**src/rtl/lsu_uop_tracker_pkg.sv**
```systemverilog
// Shared RVV backend definitions for the LSU uop tracker: default sizing and
// the trap-handling state encoding.
package lsu_uop_tracker_pkg;

    localparam int unsigned DEFAULT_DEPTH  = 8;
    localparam int unsigned DEFAULT_UOP_W  = 128;
    localparam int unsigned DEFAULT_RESP_W = 64;

    typedef enum logic [1:0] {
        ST_RUN   = 2'd0,
        ST_FLUSH = 2'd1,
        ST_ACK   = 2'd2
    } trk_state_e;

endpackage

```
**src/rtl/lsu_tracker_entry_ram.sv**
```systemverilog
// Tracker entry storage: per-entry busy/done flags and response payload.
// Flush wipes every flag; clear retires one entry; alloc and response update flags.
module lsu_tracker_entry_ram #(
    parameter int unsigned DEPTH  = 8,
    parameter int unsigned RESP_W = 64,
    localparam int unsigned TAG_W = $clog2(DEPTH)
) (
    input  logic              clk,
    input  logic              rst_n,
    input  logic              flush_i,
    input  logic              alloc_en_i,
    input  logic [TAG_W-1:0]  alloc_idx_i,
    input  logic              rsp_en_i,
    input  logic [TAG_W-1:0]  rsp_idx_i,
    input  logic [RESP_W-1:0] rsp_data_i,
    input  logic              clr_en_i,
    input  logic [TAG_W-1:0]  clr_idx_i,
    input  logic [TAG_W-1:0]  rd_idx_i,
    output logic [DEPTH-1:0]  busy_o,
    output logic [DEPTH-1:0]  done_o,
    output logic [RESP_W-1:0] rd_data_o
);

    logic [DEPTH-1:0]  busy_q, busy_d;
    logic [DEPTH-1:0]  done_q, done_d;
    logic [RESP_W-1:0] data_q [DEPTH];

    // Per-entry flag update; the top never targets one entry with two ports at once.
    always_comb begin
        busy_d = busy_q;
        done_d = done_q;
        for (int unsigned i = 0; i < DEPTH; i++) begin
            if (flush_i) begin
                busy_d[i] = 1'b0;
                done_d[i] = 1'b0;
            end else if (clr_en_i && (clr_idx_i == TAG_W'(i))) begin
                busy_d[i] = 1'b0;
                done_d[i] = 1'b0;
            end else if (alloc_en_i && (alloc_idx_i == TAG_W'(i))) begin
                busy_d[i] = 1'b1;
                done_d[i] = 1'b0;
            end else if (rsp_en_i && (rsp_idx_i == TAG_W'(i))) begin
                busy_d[i] = busy_q[i];
                done_d[i] = 1'b1;
            end else begin
                busy_d[i] = busy_q[i];
                done_d[i] = done_q[i];
            end
        end
    end

    // Flag and payload registers; payload is zeroed on reset so outputs read 0.
    always_ff @(posedge clk or negedge rst_n) begin
        if (!rst_n) begin
            busy_q <= '0;
            done_q <= '0;
            for (int unsigned i = 0; i < DEPTH; i++) begin
                data_q[i] <= '0;
            end
        end else begin
            busy_q <= busy_d;
            done_q <= done_d;
            for (int unsigned i = 0; i < DEPTH; i++) begin
                if (rsp_en_i && !flush_i && (rsp_idx_i == TAG_W'(i))) begin
                    data_q[i] <= rsp_data_i;
                end
            end
        end
    end

    assign busy_o    = busy_q;
    assign done_o    = done_q;
    assign rd_data_o = data_q[rd_idx_i];

endmodule

```
**src/rtl/lsu_uop_tracker.sv**
```systemverilog
// Tags LSU uops on issue, collects out-of-order LSU feedback and returns it to
// the RVV core in issue order; a trap flushes every outstanding entry.
module lsu_uop_tracker
    import lsu_uop_tracker_pkg::*;
#(
    parameter int unsigned DEPTH  = DEFAULT_DEPTH,
    parameter int unsigned UOP_W  = DEFAULT_UOP_W,
    parameter int unsigned RESP_W = DEFAULT_RESP_W,
    localparam int unsigned TAG_W = $clog2(DEPTH),
    localparam int unsigned CNT_W = $clog2(DEPTH) + 1
) (
    input  logic              clk,
    input  logic              rst_n,
    input  logic              uop_valid_in,
    input  logic [UOP_W-1:0]  uop_in,
    output logic              uop_ready_out,
    output logic              lsu_uop_valid,
    output logic [UOP_W-1:0]  lsu_uop,
    output logic [TAG_W-1:0]  lsu_uop_tag,
    input  logic              lsu_uop_ready,
    input  logic              lsu_rsp_valid,
    input  logic [TAG_W-1:0]  lsu_rsp_tag,
    input  logic [RESP_W-1:0] lsu_rsp_data,
    output logic              rvv_rsp_valid,
    output logic [RESP_W-1:0] rvv_rsp_data,
    input  logic              rvv_rsp_ready,
    input  logic              trap_valid_rvs2rvv,
    output logic              trap_ready_rvv2rvs,
    output logic [CNT_W-1:0]  occupancy
);

    trk_state_e        state_q, state_d;
    logic [TAG_W-1:0]  head_q, head_d;
    logic [TAG_W-1:0]  tail_q, tail_d;
    logic [CNT_W-1:0]  count_q, count_d;

    logic              full_s;
    logic              run_s;
    logic              flush_s;
    logic              issue_ok_s;
    logic              alloc_s;
    logic              rsp_ok_s;
    logic              head_ready_s;
    logic              retire_s;
    logic [DEPTH-1:0]  busy_s;
    logic [DEPTH-1:0]  done_s;
    logic [RESP_W-1:0] head_data_s;

    assign full_s       = (count_q == CNT_W'(DEPTH));
    assign run_s        = (state_q == ST_RUN);
    assign flush_s      = (state_q == ST_FLUSH);
    assign issue_ok_s   = ~full_s & run_s;
    assign alloc_s      = uop_valid_in & lsu_uop_ready & issue_ok_s;
    assign rsp_ok_s     = lsu_rsp_valid & busy_s[lsu_rsp_tag] & ~done_s[lsu_rsp_tag];
    assign head_ready_s = run_s & busy_s[head_q] & done_s[head_q];
    assign retire_s     = head_ready_s & rvv_rsp_ready;

    // Issue side is a pass-through, forced quiet while reset is held.
    assign lsu_uop_valid      = rst_n & uop_valid_in & issue_ok_s;
    assign uop_ready_out      = rst_n & lsu_uop_ready & issue_ok_s;
    assign lsu_uop            = rst_n ? uop_in : '0;
    assign lsu_uop_tag        = tail_q;
    assign rvv_rsp_valid      = head_ready_s;
    assign rvv_rsp_data       = head_data_s;
    assign trap_ready_rvv2rvs = (state_q == ST_ACK);
    assign occupancy          = count_q;

    lsu_tracker_entry_ram #(
        .DEPTH  (DEPTH),
        .RESP_W (RESP_W)
    ) u_entry_ram (
        .clk         (clk),
        .rst_n       (rst_n),
        .flush_i     (flush_s),
        .alloc_en_i  (alloc_s),
        .alloc_idx_i (tail_q),
        .rsp_en_i    (rsp_ok_s),
        .rsp_idx_i   (lsu_rsp_tag),
        .rsp_data_i  (lsu_rsp_data),
        .clr_en_i    (retire_s),
        .clr_idx_i   (head_q),
        .rd_idx_i    (head_q),
        .busy_o      (busy_s),
        .done_o      (done_s),
        .rd_data_o   (head_data_s)
    );

    // Next-state for the trap FSM and the circular-buffer pointers.
    always_comb begin
        state_d = state_q;
        head_d  = head_q;
        tail_d  = tail_q;
        count_d = count_q;
        case (state_q)
            ST_RUN: begin
                if (alloc_s) begin
                    tail_d = tail_q + TAG_W'(1);
                end else begin
                    tail_d = tail_q;
                end
                if (retire_s) begin
                    head_d = head_q + TAG_W'(1);
                end else begin
                    head_d = head_q;
                end
                case ({alloc_s, retire_s})
                    2'b10:   count_d = count_q + CNT_W'(1);
                    2'b01:   count_d = count_q - CNT_W'(1);
                    default: count_d = count_q;
                endcase
                if (trap_valid_rvs2rvv) begin
                    state_d = ST_FLUSH;
                end else begin
                    state_d = ST_RUN;
                end
            end
            ST_FLUSH: begin
                head_d  = '0;
                tail_d  = '0;
                count_d = '0;
                state_d = ST_ACK;
            end
            ST_ACK: begin
                if (trap_valid_rvs2rvv) begin
                    state_d = ST_RUN;
                end else begin
                    state_d = ST_ACK;
                end
            end
            default: begin
                head_d  = '0;
                tail_d  = '0;
                count_d = '0;
                state_d = ST_RUN;
            end
        endcase
    end

    // State and pointer registers.
    always_ff @(posedge clk or negedge rst_n) begin
        if (!rst_n) begin
            state_q <= ST_RUN;
            head_q  <= '0;
            tail_q  <= '0;
            count_q <= '0;
        end else begin
            state_q <= state_d;
            head_q  <= head_d;
            tail_q  <= tail_d;
            count_q <= count_d;
        end
    end

endmodule

```
**config.mk**
```make
export PLATFORM = sky130hd
export DESIGN_NAME = lsu_uop_tracker
export DESIGN_NICKNAME = d
export VERILOG_FILES = /design/src/rtl/lsu_uop_tracker_pkg.sv /design/src/rtl/lsu_tracker_entry_ram.sv /design/src/rtl/lsu_uop_tracker.sv
export SDC_FILE = /design/constraint.sdc
export NUM_CORES = 1
export LEC_CHECK = 0
export CORE_UTILIZATION = 45
export CTS_CLUSTER_DIAMETER = 30
export CTS_CLUSTER_SIZE = 20
export DETAILED_ROUTE_END_ITERATION = 16
export PLACE_DENSITY = 0.78
export SLEW_MARGIN = 20
export SYNTH_ARGS = -nofsm -noshare
export SYNTH_HDL_FRONTEND = slang
export SYNTH_SLANG_ARGS = --single-unit
```
**constraint.sdc**
```tcl
create_clock -name clk -period 5.15 [get_ports clk]
set_clock_uncertainty 0.2 [all_clocks]
set_input_delay 1.03 -clock clk [delete_from_list [all_inputs] [get_ports clk]]
set_output_delay 1.03 -clock clk [all_outputs]
set_load 0.01 [all_outputs]
```
# After elaboration in Yosys (flattened, before gate mapping)
# Index checks and enable logic that the tools add are counted.
[totals] word_cells=214 register_bits=540
[classes] bitwise=16 n_addsub=4 mux=77 eq_ne=29 n_lt_le_gt_ge=3 reduce_logical=57
[ops] op="$bmux 64 s3" n=1
[ops] op="$mux 128" n=1
[ops] op="$mux 64" n=2
[ops] op="$mux 1" n=61
[ops] op="$eq 3x3->1 const B" n=12
[ops] op="$logic_and 1x1->1" n=33
[ops] op="$reduce_bool 4->1" n=8
[ops] op="$reduce_bool 3->1" n=8
[ops] op="$eq 3x2->1 const B" n=6
[ops] op="$pmux 4 s2" n=2
[ops] op="$and 1x1->1" n=12
[ops] op="$bmux 1 s3" n=4
[ops] op="$pmux 3 s2" n=2
[ops] op="$eq 3x1->1 const B" n=3
[ops] op="$logic_not 3->1" n=3
[ops] op="$lt 3x4->1 const B" n=2
[ops] op="$add 3x1->3 const B" n=2
[ops] op="$mux 3" n=2
[ops] op="$pmux 2 s3" n=1
[ops] op="$reduce_and 2->1" n=3
[ops] op="$add 4x1->4 const B" n=1
[ops] op="$eq 2x1->1 const B" n=2
[ops] op="$eq 2x2->1 const B" n=2
[ops] op="$eq 4x4->1 const B" n=1
[ops] op="other kinds (9)" n=12

# Logic depth before layout (Yosys ltp)
[depth] depth_word=9 depth_mapped=12

# Hierarchy
# From an unflattened synthesis, not the netlist that was laid out.
[unflattened] cells_unflattened=1637 hier_area_um2=25667.1
[by_module_without_submodules] module="lsu_tracker_entry_ram" instances=1 area_per_inst_um2=23821.6 cells_per_inst=1386 seq_area_each_um2=13212.7
[by_module_without_submodules] module="lsu_uop_tracker" instances=1 area_per_inst_um2=1845.5 cells_per_inst=251 seq_area_each_um2=300.3

# Worst setup path after synthesis
# No wires, ideal clock.
[synth_timing] path_kind="input-to-reg" startpoint="input rvv_rsp_ready" endpoint="register count_q[3] (netlist: occupancy[3])" required_time_ns=4.879 setup_slack_ns=2.129 path_buffers=0 stages=10 arrival_time_ns=2.750 path_cell_list="nand2_1 nor3_2 o21ai_1 inv_1 ha_1 a21o_1 a21oi_1 nor3b_1 mux2i_1 nand4_1"
[synth_between] elab_chain_cells=4 elab_cells_between_ends=7 cone_classes="eq/ne: 3; mux: 2; bitwise: 1; reduce/logical: 1"
[synth_rtl] element="start, declared" line_no="lsu_uop_tracker.sv:26" source="input logic rvv_rsp_ready,"
[synth_rtl] element="$and 1x1->1 *" line_no="lsu_uop_tracker.sv:56" source="assign retire_s = head_ready_s & rvv_rsp_ready;"
[synth_rtl] element="$eq 2x1->1 or $eq 2x2->1 (tied branches)" line_no="lsu_uop_tracker.sv:106" source="case ({alloc_s, retire_s})"
[synth_rtl] element="$pmux 4 s2 or $ne 3x1->1 (tied branches)"
[synth_rtl] element="$pmux 4 s2 or $reduce_and 2->1 (tied branches)"
[synth_rtl] element="end signal, assigned" line_no="lsu_uop_tracker.sv:150" source="count_q <= count_d;"
[synth_rtl] element="end, declared" line_no="lsu_uop_tracker.sv:35" source="logic [CNT_W-1:0] count_q, count_d;"
# Every way passes the cells marked *; elsewhere a longest branch is shown, timed or not.
# A chain may end at the register's enable or synchronous reset.

# Worst setup path after layout
[layout_timing] startpoint="register head_q[1]" endpoint="output rvv_rsp_data[59]"
[layout_between] elab_chain_cells=4
[layout_rtl] element="start, declared" line_no="lsu_uop_tracker.sv:33" source="logic [TAG_W-1:0] head_q, head_d;"
[layout_rtl] element="start signal, assigned" line_no="lsu_uop_tracker.sv:143" source="head_q <= '0;"
[layout_rtl] element="start signal, assigned" line_no="lsu_uop_tracker.sv:148" source="head_q <= head_d;"
[layout_rtl] element="$not 3->4 (not written as such)" line_no="lsu_tracker_entry_ram.sv:73" source="assign rd_data_o = data_q[rd_idx_i];"
[layout_rtl] element="$bmux 64 s3" line_no="lsu_tracker_entry_ram.sv:73"
[layout_rtl] element="$mux 64 (not written as such) (2 in a row)" line_no="lsu_tracker_entry_ram.sv:73"
[layout_rtl] element="end, declared" line_no="lsu_uop_tracker.sv:25" source="output logic [RESP_W-1:0] rvv_rsp_data,"
# No other way between the ends. The select of a mux whose other input is x is not followed.

==> key figures <==
GRT
  – Largest net degree at the start of global routing: 178
  – Vias in the first global route: 18,200
  – Initial antenna violation count: 22
  – GRT overflow: 0
  – First-pass GRT wire length: 106,000 um
  – GRT Total Usage: 0.244

Floorplanning
  – Die area: 57,000 sq um
  – Die W: 239 um
  – Initial Utilization: 0.457
  – Site Rows: 86
  – Die H: 239 um
  – Io pins: 405
  – Core ar.: 55,200 sq um

Critical path
  – Critical path class: flip-flop to output pin
  – CP arrival: 3.16 ns
  – Endpoint class of the critical path: output pin
  – Slowest cell delay on critical path: 0.69 ns
  – Worst EP required: 3.92 ns
  – CP Cell Sequence: buf_4 -> mux4_2 -> nand2_1 -> nand2_1 -> clkdlybuf4s50_1
  – Most Frequent Cell on Critical Path: nand2_1
  – Setup crit start kind: flip-flop
  – CP max-delay cell: buf_4
  – Critical path peak fanout: 48

Yosys
  – Primary FF master, synth: dfrtp_1
  – Synth area leaders: dfrtp_1, mux2_2, mux4_2
  – Yosys reg bits: 540
  – Synth area leader: dfrtp_1
  – EDFF count, synth: 0
  – Yosys warns: 0
  – Post-synth cell types: 41
  – Most common library cells after synthesis: dfrtp_1, mux2_2, nand2_1
  – Most frequent cell after synthesis: dfrtp_1
  – Synth Area per Inst: 14.3 sq um
  – Share of the yosys chip area belonging to registers: 0.535
  – Post-synth top area share: 0.535
  – Async SR Flop Fraction: 1.00
  – Synth Instances: 1,765
  – Synthesized area: 25,200 sq um
  – Syn_nets: 1,982

Cells and area
  – NumNets Final: 2,408
  – Filler Cells Inserted: 4,040
  – Fraction of layout cells with a size suffix above 1: 0.379
  – Fin util: 0.614
  – Area growth, synth to finish: 34.3%

Clocking
  – Clock buffer depth: 3
  – CTS Buf Count: 105
  – Root buffer cell: clkbuf_16
  – CTS tree: done
  – Cts repair resizes: 0
  – H-tree depth: 3
  – Hold_buf cts: 0
  – Worst skew pair latency: 0.62 ns
  – # Post-CTS Setup Buffers: 0
  – CTS Sinks: 540
  – CTS clk-pin slew, worst paths: 0.04 ns

Power and ir drop
  – P per Cell Area: 474 nW/um^2
  – P_leak: 15.7 nW
  – Worst VDD drop: 0.320 mV

Drt
  – Antenna-violating nets left: 0
  – Drt wl/cell: 22.5 um
  – Vias post-DR: 16,700
  – Initial DRC count: 925
  – Routed WL: 68,500 um
  – DRC viols: 0
  – Initial DRT Pass Iterations: 5
  – Avg Vias per Cell: 5.49

Place
  – Post-DP HPWL: 42,800 um
  – Setup WS pre-CTS: 1.04 ns
  – GPL Wtd Cong: 0.850
  – PortBufs: 404

STA
  – Setup tns final: 0 ns
  – Fin crit period: 4.39 ns
  – Slew at the pin with the worst max-slew slack: 1.11 ns
  – Setup violators final: 0
  – Pins Over Slew Limit: 0
  – Final WS setup: 0.755 ns
  – Final Hold Vio Count: 0
  – Slew Limit Headroom: 0.263
  – RSZ-0062 raised after global routing: false
  – Max Clk Rate: 228 MHz
  – Tcrit/Tclk final: 0.853

Hold path
  – Hold Path Class: primary input to async pin

Status
  – Status: complete, no violations

Run
  – Max-cap violations: 0
[metrics by stage]
step | power, mW | hold slack [ns] | instance area, sq um | std cells
floorplan | 7.37 | 0.253 | 25200 | 1765
global placement | 8.72 | 0.261 | 30000 | 2832
detailed placement | 8.89 | 0.277 | 30000 | 2832
CTS | 16.2 | 0.180 | 33800 | 3027
global route | 16.7 | 0.181 | 33900 | 3046
finish | 16.1 | 0.132 | 33900 | 3048
[path summary, 6_finish.rpt]
| check | startpoint | endpoint | slack [ns] | cells after the start |
|---|---|---|---|---|
| max reg2reg | head_q[1] | occupancy[3] | 1.64 | 11 |
| min | rst_n | u_entry_ram.data_q[51] | 0.13 | 1 |
| max | head_q[1] | rvv_rsp_data[59] | 0.76 | 5 |
| min reg2reg | u_entry_ram.data_q[306] | u_entry_ram.data_q[306] | 0.29 | 1 |
| max in group asynchronous | rst_n | head_q[0] | 2.48 | 3 |
| min in group clk | u_entry_ram.data_q[306] | u_entry_ram.data_q[306] | 0.29 | 1 |
[cell type report]
class                      count  area (sq um)  area share
sequential                   540         13500       0.399
multi-input combinational   1104         11200       0.331
timing repair buffer         431          4310       0.127
clock buffer                 144          3010      0.0887
tap                          748           936      0.0276
clock inverter                51           807      0.0238
antenna                       21          52.6     0.00155
inverter                       9          33.8    0.000997
[cells by family after synthesis]
kind of cell    synth area share
compound gates           0.00987
flops                      0.535
fa+ha+maj                0.00773
mux                        0.347
xor+xnor                0.000347
buf+inv                   0.0212
simple gates              0.0787
[flip-flops by register name, indices dropped and copies added (netlist names)]
name	flops
state_q	2
head_q	3
u_entry_ram.data_q	512
lsu_uop_tag	3
u_entry_ram.done_o	8
occupancy	4
u_entry_ram.busy_o	8
[worst max-delay path: cells and delay by family, from the launching register on]
family                 cells  cell delay, ns
buffers and inverters      2            1.28
flip-flops                 1            0.63
multiplexers               1            0.35
AND/OR/NAND/NOR            2            0.28
[placed cells by master, fill, tap and decap left out, types with 4 or more instances in the layout]
| cell type | Yosys | final |
|---|---|---|
| a2111oi_0 | 6 | 6 |
| a211oi_1 | 8 | 8 |
| and2_1 | 129 | 129 |
| and3_1 | 5 | 5 |
| buf_12 | 0 | 5 |
| buf_4 | 0 | 22 |
| bufinv_16 | 0 | 19 |
| clkbuf_1 | 43 | 17 |
| clkbuf_16 | 0 | 106 |
| clkbuf_8 | 0 | 21 |
| clkdlybuf4s50_1 | 0 | 403 |
| clkinv_2 | 0 | 8 |
| clkinvlp_4 | 0 | 17 |
| dfrtp_1 | 540 | 537 |
| diode_2 | 0 | 21 |
| ha_1 | 14 | 14 |
| inv_1 | 8 | 7 |
| inv_6 | 0 | 4 |
| mux2_1 | 6 | 6 |
| mux2_2 | 507 | 507 |
| mux4_2 | 130 | 130 |
| nand2_1 | 211 | 211 |
| nand2b_1 | 4 | 4 |
| nand3_1 | 6 | 6 |
| nor2_1 | 18 | 18 |
| nor2b_1 | 4 | 4 |
| nor3_1 | 5 | 5 |
| nor3_4 | 0 | 4 |
| or3_1 | 8 | 4 |
[report_power, final]
group / switching, mW / leakage (nW) / internal [mW]
logic: 1.28 / 6.45 / 1.95
registers: 0.479 / 7.42 / 5.13
clock network: 2.22 / 1.81 / 5.01
total: 3.98 / 15.7 / 12.1
[layer usage]
layer  vias up  GRT usage  wire (um)
met2       503      0.415      35500
met3       111     0.0518       3810
met5         -          0         13
li1       7274          -          -
met1      8833      0.296      27000
met4         2      0.119       2190
No activity file was read; power rests on OpenSTA's default activity.
